**src/rtl/riscv_fetch_pkg.sv**
```systemverilog
// Shared types and constants for the instruction-fetch front end.
package riscv_fetch_pkg;

    localparam int unsigned INSTR_BYTES  = 4;
    localparam int unsigned FETCH_QDEPTH = 2;
    localparam int unsigned QCOUNT_W     = $clog2(FETCH_QDEPTH + 1);

    typedef enum logic [2:0] {
        StIdle,
        StReq,
        StWait,
        StDrain,
        StHalt
    } fetch_state_e;

    // One queued instruction together with the address it was fetched from.
    typedef struct packed {
        logic [31:0] pc;
        logic [31:0] instr;
    } fetch_entry_t;

endpackage

```
**src/rtl/fetch_queue.sv**
```systemverilog
// Two-entry FIFO of fetched instructions feeding decode.
module fetch_queue
    import riscv_fetch_pkg::*;
(
    input  logic                clk,
    input  logic                reset_n,
    input  logic                push,
    input  fetch_entry_t        push_entry,
    input  logic                pop,
    input  logic                flush,
    output logic [QCOUNT_W-1:0] count,
    output fetch_entry_t        head
);

    localparam logic [QCOUNT_W-1:0] QFULL = QCOUNT_W'(FETCH_QDEPTH);

    fetch_entry_t entries [FETCH_QDEPTH];
    logic         rd_ptr;
    logic         wr_ptr;
    logic         do_push;
    logic         do_pop;

    // Guard against popping empty or pushing full; the issue rule keeps the latter unreachable.
    always_comb begin
        do_pop  = pop && (count != '0);
        do_push = push && ((count != QFULL) || do_pop);
    end

    // Storage, pointers and occupancy; flush discards contents but leaves storage untouched.
    always_ff @(posedge clk) begin
        if (!reset_n) begin
            entries[0] <= '0;
            entries[1] <= '0;
            rd_ptr     <= 1'b0;
            wr_ptr     <= 1'b0;
            count      <= '0;
        end else if (flush) begin
            rd_ptr <= 1'b0;
            wr_ptr <= 1'b0;
            count  <= '0;
        end else begin
            if (do_push) begin
                entries[wr_ptr] <= push_entry;
                wr_ptr          <= ~wr_ptr;
            end
            if (do_pop) begin
                rd_ptr <= ~rd_ptr;
            end
            if (do_push && !do_pop) begin
                count <= count + 1'b1;
            end else if (do_pop && !do_push) begin
                count <= count - 1'b1;
            end
        end
    end

    assign head = entries[rd_ptr];

endmodule

```
**src/rtl/pc_fetch_unit.sv**
```systemverilog
// PC owner and single-outstanding fetch sequencer with redirect/flush handling.
module pc_fetch_unit
    import riscv_fetch_pkg::*;
#(
    parameter logic [31:0] RESET_PC = 32'h0000_0000
) (
    input  logic        clk,
    input  logic        reset_n,
    input  logic        redirect_valid,
    input  logic [31:0] redirect_pc,
    output logic        imem_req_valid,
    output logic [31:0] imem_req_addr,
    input  logic        imem_req_ready,
    input  logic        imem_resp_valid,
    input  logic [31:0] imem_resp_data,
    output logic        if_valid,
    output logic [31:0] if_instr,
    output logic [31:0] if_pc,
    input  logic        if_ready,
    output logic        fetch_fault
);

    localparam logic [QCOUNT_W-1:0] QFULL = QCOUNT_W'(FETCH_QDEPTH);

    fetch_state_e          state_q, state_d;
    logic [31:0]           pc_q, pc_d;
    logic [31:0]           req_pc_q, req_pc_d;
    logic                  fault_q, fault_d;
    logic                  q_push, q_pop, q_flush;
    logic [QCOUNT_W-1:0]   q_count;
    logic [QCOUNT_W-1:0]   count_after;
    fetch_entry_t          q_head;
    fetch_entry_t          q_entry;
    logic                  accept;

    assign accept  = (state_q == StReq) && imem_req_ready;
    assign q_pop   = if_valid && if_ready;
    assign q_entry = '{pc: req_pc_q, instr: imem_resp_data};

    fetch_queue u_queue (
        .clk        (clk),
        .reset_n    (reset_n),
        .push       (q_push),
        .push_entry (q_entry),
        .pop        (q_pop),
        .flush      (q_flush),
        .count      (q_count),
        .head       (q_head)
    );

    // Next-state, PC advance, queue push/flush and fault capture.
    always_comb begin
        state_d     = state_q;
        pc_d        = pc_q;
        req_pc_d    = req_pc_q;
        fault_d     = fault_q;
        q_push      = 1'b0;
        q_flush     = 1'b0;
        count_after = q_pop ? q_count : q_count + 1'b1;

        unique case (state_q)
            StIdle: begin
                if (q_count < QFULL) state_d = StReq;
            end
            StReq: begin
                if (imem_req_ready) begin
                    req_pc_d = pc_q;
                    pc_d     = pc_q + 32'(INSTR_BYTES);
                    state_d  = StWait;
                end
            end
            StWait: begin
                if (imem_resp_valid) begin
                    q_push  = 1'b1;
                    state_d = (count_after < QFULL) ? StReq : StIdle;
                end
            end
            StDrain: begin
                if (imem_resp_valid) state_d = StReq;
            end
            StHalt: begin
                state_d = StHalt;
            end
            default: state_d = StIdle;
        endcase

        // Redirect overrides everything; a response arriving with it is stale and dropped.
        if (redirect_valid && (state_q != StHalt)) begin
            q_push  = 1'b0;
            q_flush = 1'b1;
            pc_d    = redirect_pc;
            if (redirect_pc[1:0] != 2'b00) begin
                fault_d = 1'b1;
                state_d = StHalt;
            end else if (accept ||
                         (((state_q == StWait) || (state_q == StDrain)) && !imem_resp_valid)) begin
                state_d = StDrain;
            end else begin
                state_d = StReq;
            end
        end
    end

    // State register with synchronous active-low reset.
    always_ff @(posedge clk) begin
        if (!reset_n) begin
            state_q  <= StIdle;
            pc_q     <= RESET_PC;
            req_pc_q <= '0;
            fault_q  <= 1'b0;
        end else begin
            state_q  <= state_d;
            pc_q     <= pc_d;
            req_pc_q <= req_pc_d;
            fault_q  <= fault_d;
        end
    end

    assign imem_req_valid = (state_q == StReq);
    assign imem_req_addr  = pc_q;
    assign if_valid       = (q_count != '0) && (state_q != StHalt);
    assign if_instr       = q_head.instr;
    assign if_pc          = q_head.pc;
    assign fetch_fault    = fault_q;

endmodule

```
**config.mk**
```make
export PLATFORM = sky130hd
export DESIGN_NAME = pc_fetch_unit
export DESIGN_NICKNAME = d
export VERILOG_FILES = /design/src/rtl/riscv_fetch_pkg.sv /design/src/rtl/fetch_queue.sv /design/src/rtl/pc_fetch_unit.sv
export SDC_FILE = /design/constraint.sdc
export NUM_CORES = 1
export LEC_CHECK = 0
export ABC_AREA = 1
export BUFFER_PORTS_ARGS = -buffer_cell sky130_fd_sc_hd__buf_2
export CORE_ASPECT_RATIO = 0.8
export CORE_MARGIN = 2
export CORE_UTILIZATION = 56
export CTS_CLUSTER_DIAMETER = 150
export DETAILED_ROUTE_END_ITERATION = 8
export PLACE_DENSITY = 0.8
export SLEW_MARGIN = 40
export SYNTH_ARGS = -nofsm -noshare
export SYNTH_HDL_FRONTEND = slang
export SYNTH_SLANG_ARGS = --single-unit
```
**constraint.sdc**
```tcl
create_clock -name clk -period 4.5 [get_ports clk]
set_input_delay 0.45 -clock clk [delete_from_list [all_inputs] [get_ports clk]]
set_output_delay 0.45 -clock clk [all_outputs]
set_load 0.005 [all_outputs]
```
# After elaboration in Yosys (flattened, before gate mapping)
# Memory sizes are Yosys's and may differ from the RTL's. A register that Yosys moved wholly into a read port is not among the register bits.
# Cells that the tools add are included.
# totals
register_bits	72
mem_bits_rw	128
inputBits	70
output_inout_bits	99
word_cells	82
memories	1
# memory_table
memory	depth	word_bits	read_ports	rd_clocked_by_memory_dff	wr	line	source
u_queue.entries	2	64	1	1	2	fetch_queue.sv:17	fetch_entry_t entries [FETCH_QDEPTH];
# op_classes
add_sub_neg	3
order_cmp	2
n_eq_ne	10
muxes	29
bitwise	3
reduce_logical	27
# op_table
operator	n
32-bit two-way mux	3
64-bit two-way mux	1
64-bit OR reduction	1
32-bit by 3-bit adder with 32-bit output (second input constant)	1
3-bit two-way mux	6
3-bit case mux with 5 select lines	1
1-bit two-way mux	14
3-bit != test (second input constant)	4
2-bit nonzero test	5
1-bit logical AND	9
2-bit two-way mux	4
3-bit by 2-bit equality test with 1-bit output (second input constant)	2
2-bit AND reduction	3
2-bit < comparator (second input constant)	2
4-bit AND reduction	1
3-bit by 1-bit equality test with 1-bit output (second input constant)	1
3-bit equality test (second input constant)	1
1-bit logical NOT	3
3-bit logical NOT	1
1-bit logical OR	3
3-bit by 1-bit != test with 1-bit output (second input constant)	1
1-bit NOT	3
2-bit by 1-bit adder with 2-bit output (second input constant)	1
2-bit != test (second input constant)	1
other kinds (2)	2

# Logic depth before layout (Yosys ltp)
# depth
depth_word	12
ltp_mapped	12
mapped_depth_nobuf	11

# Modules after synthesis
# From an unflattened synthesis, not the netlist that was laid out.
# hier_totals
cells_unflattened	1015
area_unflattened_um2	9561.7
# modules_own_cells
module	instances	cells_per_inst	area_per_inst_um2	seq_area_each_um2
fetch_queue	1	443	5841.9	3943.8
pc_fetch_unit	1	572	3719.8	1361.3

# Least setup slack after synthesis
# OpenSTA, ideal clock, no wires.
# synth_timing
path_type	register to register
from	register u_queue.count[1]
to	memory u_queue.entries[1][0] (netlist bit) (enable)
arrival_ps	2777
required_time_ps	4076
setup_slack_ps	1300
path_stages_with_launch	12
period_less_slack_ps	3200
cell_sequence	dfxtp_1 inv_1 ha_1 inv_1 nand3_2 nand2_1 nand2_2 inv_4 nand3_4 buf_6 buf_8 nand2_1
# synth_lines
element	line	source
from (decl)	fetch_queue.sv:11	output logic [QCOUNT_W-1:0] count,
from (signal assigned)	fetch_queue.sv:50	count <= count + 1'b1;
from (signal assigned)	fetch_queue.sv:52	count <= count - 1'b1;
to (decl)	fetch_queue.sv:17	

==> flow_results.org <==
** Timing
- The number of max-slew violations in the final report was 0.
- Across all hold checks on the routed design, the worst slack comes to 204 ps.
- Maximum clock skew at final layout :: 11.5 ps
- Final setup violation count :: 0
- In the post-route analysis, the smallest setup slack over all paths is about 1600 ps.
- Highest clock rate :: 344 MHz
- Subtracting the final worst setup slack from the clock period gives 2900 ps.
- Final hold violation count :: 0
- Dividing the final minimum period by the clock period gives 0.645.
- For the pin with the worst max-slew slack, the measured transition is 786 ps.
- RSZ-0062 raised after global routing :: false
- For the final routed database, the setup TNS stands at 0 ps.
- Slew HR :: 0.476

** Power and ir drop
- Static leakage :: 4.44 nW
- Maximum resistive drop on vdd :: 266 uV
- Pwr dens :: 376 nW/um^2

** Clocking
- Cell at the root of the clock tree :: sky130_fd_sc_hd__clkbuf_16
- The number of hold buffers added after CTS was 0.
- Post-CTS repair timing setup buffer count :: 0
- Number of H-tree branching levels :: 1
- The clock passes through at most 3 buffers.
- Reg clk slew, reported paths :: 60 ps
- The clock net in this run drives a total of 201 sinks.
- Number of buffers added by the clock tree synthesis step :: 20
- TritonCTS clock tree :: yes
- At the later pin of the worst-skew pair, clock insertion delay measures 500 ps.
- Gates resized during post-CTS repair numbered 0.

** Worst setup path
- The setup path with the least slack is of type register to register.
- Max FO, Critical Path :: 48
- The startpoint identified for the worst register-to-register timing path is state_q[1]$_SDFFE_PN0P_.
- Crit. End Element :: register
- Cell count of the worst reg-to-reg path :: 10
- Data arrives at the worst endpoint at 3060 ps.
- The worst register-to-register path ends at u_queue.entries[0][15]$_SDFFCE_PN0P_.
- Reg-to-reg slack, setup :: 1600 ps
- Critical path startpoint category :: register
- Beginning of the critical path :: state_q[1]$_SDFFE_PN0P_
- CP Data Required Time :: ~4700 ps

** Global route
- The initial antenna violation count came to 0.
- The first global-routing pass estimated approximately 34000 um of wire.
- Overflow left after global routing :: 0
- Entering global routing, the biggest net connects 65 pins.
- Gr usage total :: 0.236
- The number of global-route vias before repair came to 6637.

** Route
- After detailed routing, the average wire length per cell comes to roughly 16 um.
- DRC violations left :: 0
- The first routing iteration left 502 violations.
- After detailed routing, the number of vias per cell comes to 5.26.
- The count of nets left with antenna violations once routing finished came out at 0.
- Summed over all layers, the routed wires come to 21600 um.
- Detailed-router iteration count before antenna repair :: 6
- The final route contains about 7100 vias.

** Synthesis
- Post-Synthesis Cells :: 963
- Synth unique cells :: 43
- Number of enable flip-flop cells after synthesis :: 128
- In the synthesized netlist the dominant register cell turns out to be sky130_fd_sc_hd__edfxtp_1.
- Share of the synthesized area in the top cell type :: 0.402
- Synth area leaders :: sky130_fd_sc_hd__edfxtp_1 (40%), sky130_fd_sc_hd__dfxtp_1 (15%), sky130_fd_sc_hd__mux2_2 (7.5%), sky130_fd_sc_hd__nor2_4 (5.9%), sky130_fd_sc_hd__nand2_1 (5.7%)
- Of the synthesized area, sequential elements account for 0.555.
- Counting every net in the synthesized netlist gives around 1000.
- Among all cell types in the netlist, the one instantiated most often is sky130_fd_sc_hd__nand2_1.
- Averaged over all synthesized cells, the footprint is 9.93 sq um.
- After synthesis the cells add up to 9560 sq um.
- Fraction of synthesis flops using an asynchronous set or reset pin :: 0
- Post-synthesis cell type with the largest combined area :: sky130_fd_sc_hd__edfxtp_1
- Flip-flop and latch count after synthesis :: 201
- Sorting the synthesized cells by how often they occur yields sky130_fd_sc_hd__nand2_1 (146), sky130_fd_sc_hd__nor2_1 (133), sky130_fd_sc_hd__edfxtp_1 (128), sky130_fd_sc_hd__inv_1 (110), sky130_fd_sc_hd__dfxtp_1 (73).
- During synthesis, Yosys emitted a total of 0 warnings.

** Worst hold path
- Origin of the worst min-delay path :: redirect_pc[2]
- Hold-critical path depth :: 3
- Hold WC Path Type :: primary input to register
- Capture endpoint of the worst hold path :: imem_req_addr[2]$_SDFFE_PN0P_

** Final layout
- Post-route cell area :: roughly 11000 sq um
- Of the cells placed in the final design, the portion with a size suffix greater than 1 is 0.303.
- Antenna diodes :: 0
- After filler insertion, the fill cell instance count of the layout stands at between 1000 and 1500.
- Area Growth Syn to Fin :: 16.6%
- Multi-input gate area in the final layout :: approximately 3500 sq um
- # nets final :: 1189
- Summing all flip-flop and latch instances after layout gives 5310 sq um.

** Place
- At the end of routability-driven placement, the weighted congestion stood at around 0.93.
- Post-Place Cell Area :: 10500 sq um
- Summed over all nets, the half-perimeter wirelength after detailed placement is 14300 um.
- Worst slack at placement :: ~1600 ps
- The count of buffers added on input and output ports is 168.

** Status
- The run finished with clean final reports.

** Die
- After floorplanning, the core was divided into 42 placement rows.
- Measured along the y axis, the die boundary spans between 100 and 150 um.
- Count of pins on the block boundary :: 169
- Die outline area :: 18100 sq um
- The die is 150 um wide.
- The core region is approximately 17000 sq um.
- Initial cell density of the core :: 0.576

** Flow run
- # Max-Cap Violations :: 0
[through the flow]
step | instances | util | power (mW)
CTS | 1348 | 0.670 | 4.21
detailed placement | 1312 | 0.630 | 2.57
global placement | 1312 | 0.630 | 2.56
global route | 1349 | 0.671 | 4.34
floorplan | 963 | - | 2.41
finish | 1349 | 0.671 | 4.19
[cells by family (layout without fill, tap and decap cells)]
group / after synthesis / in the layout / share of synthesized area
AO/OA/AOI/OAI: 131 / 131 / 0.0719
adder cells (fa/ha/maj): 4 / 4 / 0.00524
AND/OR/NAND/NOR: 394 / 394 / 0.209
buffers and inverters: 161 / 327 / 0.0759
multiplexers: 64 / 64 / 0.0754
XOR/XNOR: 8 / 8 / 0.00733
flip-flops: 201 / 201 / 0.555
[worst max-delay path by stage]
| stage | end | slack (ps) | cells past startpoint |
|---|---|---|---|
| 2_1_floorplan | u_queue.entries[1][0]$_SDFFCE_PN0P_ | 1300 | 11 |
| 3_3_place_gp | u_queue.entries[0][18]$_SDFFCE_PN0P_ | 1680 | 10 |
| 3_5_place_dp | u_queue.entries[0][20]$_SDFFCE_PN0P_ | 1610 | 10 |
| 4_1_cts | u_queue.entries[0][18]$_SDFFCE_PN0P_ | 1600 | 10 |
| 5_1_grt | u_queue.entries[0][15]$_SDFFCE_PN0P_ | 1350 | 10 |
| 6_report | u_queue.entries[0][15]$_SDFFCE_PN0P_ | 1600 | 10 |
[area by class of cell]
cell class	instances	share of cell area
inverters	115	0.0393
repair buffers	176	0.0837
clock inverters	9	0.00988
well taps	220	0.0247
multi-input cells	601	0.317
clock buffers	27	0.0491
flip-flops and latches	201	0.476
[power by group]
group / switching (mW) / internal (mW)
clock network: 0.677 / 0.974
logic: 0.266 / 0.152
registers: 0.0725 / 2.05
total: 1.02 / 3.18
[critical path: stages (launching register included)]
cell,delay [ps]
sky130_fd_sc_hd__dfxtp_1,370
sky130_fd_sc_hd__nor2_4,170
sky130_fd_sc_hd__nand2_4,80
sky130_fd_sc_hd__nand2_4,400
sky130_fd_sc_hd__inv_4,240
sky130_fd_sc_hd__nor3_2,200
sky130_fd_sc_hd__nand2_2,100
sky130_fd_sc_hd__inv_4,100
sky130_fd_sc_hd__nand2_1,80
sky130_fd_sc_hd__nand2_2,370
sky130_fd_sc_hd__buf_4,430
[sequential cells by signal (all words and copies together), names as in the netlist, named ones only]
name / flops
u_queue.count: 2
fetch_fault: 1
state_q: 3
req_pc_q: 32
u_queue.entries: 128
imem_req_addr: 32
u_queue.rd_ptr: 1
u_queue.wr_ptr: 1
[routing by layer]
metal | share of wire | track usage | up-vias
met4 | 0.024 | 0.0696 | 0
met2 | 0.45 | 0.364 | 275
met1 | 0.45 | 0.349 | 3306
li1 | - | - | 3482
met5 | 0 | 0 | -
met3 | 0.076 | 0.0376 | 34
[cell usage in the layout (no fill, tap or decap), types with 3 or more instances in the layout]
master | synthesis | final
sky130_fd_sc_hd__dfxtp_1 | 73 | 72
sky130_fd_sc_hd__nor3_1 | 6 | 6
sky130_fd_sc_hd__xor2_1 | 3 | 3
sky130_fd_sc_hd__nand2_2 | 2 | 5
sky130_fd_sc_hd__o21ai_0 | 51 | 51
sky130_fd_sc_hd__buf_4 | 1 | 6
sky130_fd_sc_hd__nor2_4 | 50 | 50
sky130_fd_sc_hd__nor2_1 | 133 | 133
sky130_fd_sc_hd__nand2_1 | 146 | 143
sky130_fd_sc_hd__o211ai_1 | 3 | 3
sky130_fd_sc_hd__a31oi_1 | 3 | 3
sky130_fd_sc_hd__xnor2_1 | 5 | 5
sky130_fd_sc_hd__buf_2 | 15 | 168
sky130_fd_sc_hd__nand4_1 | 4 | 4
sky130_fd_sc_hd__clkbuf_16 | 0 | 20
sky130_fd_sc_hd__nand3_1 | 41 | 41
sky130_fd_sc_hd__mux2_2 | 64 | 64
sky130_fd_sc_hd__nor2_2 | 3 | 3
sky130_fd_sc_hd__ha_1 | 4 | 4
sky130_fd_sc_hd__edfxtp_1 | 128 | 128
sky130_fd_sc_hd__clkinv_2 | 1 | 4
sky130_fd_sc_hd__a21oi_1 | 66 | 66
sky130_fd_sc_hd__clkbuf_1 | 22 | 5
sky130_fd_sc_hd__inv_1 | 110 | 110
(Power assumes the default switching activity.)
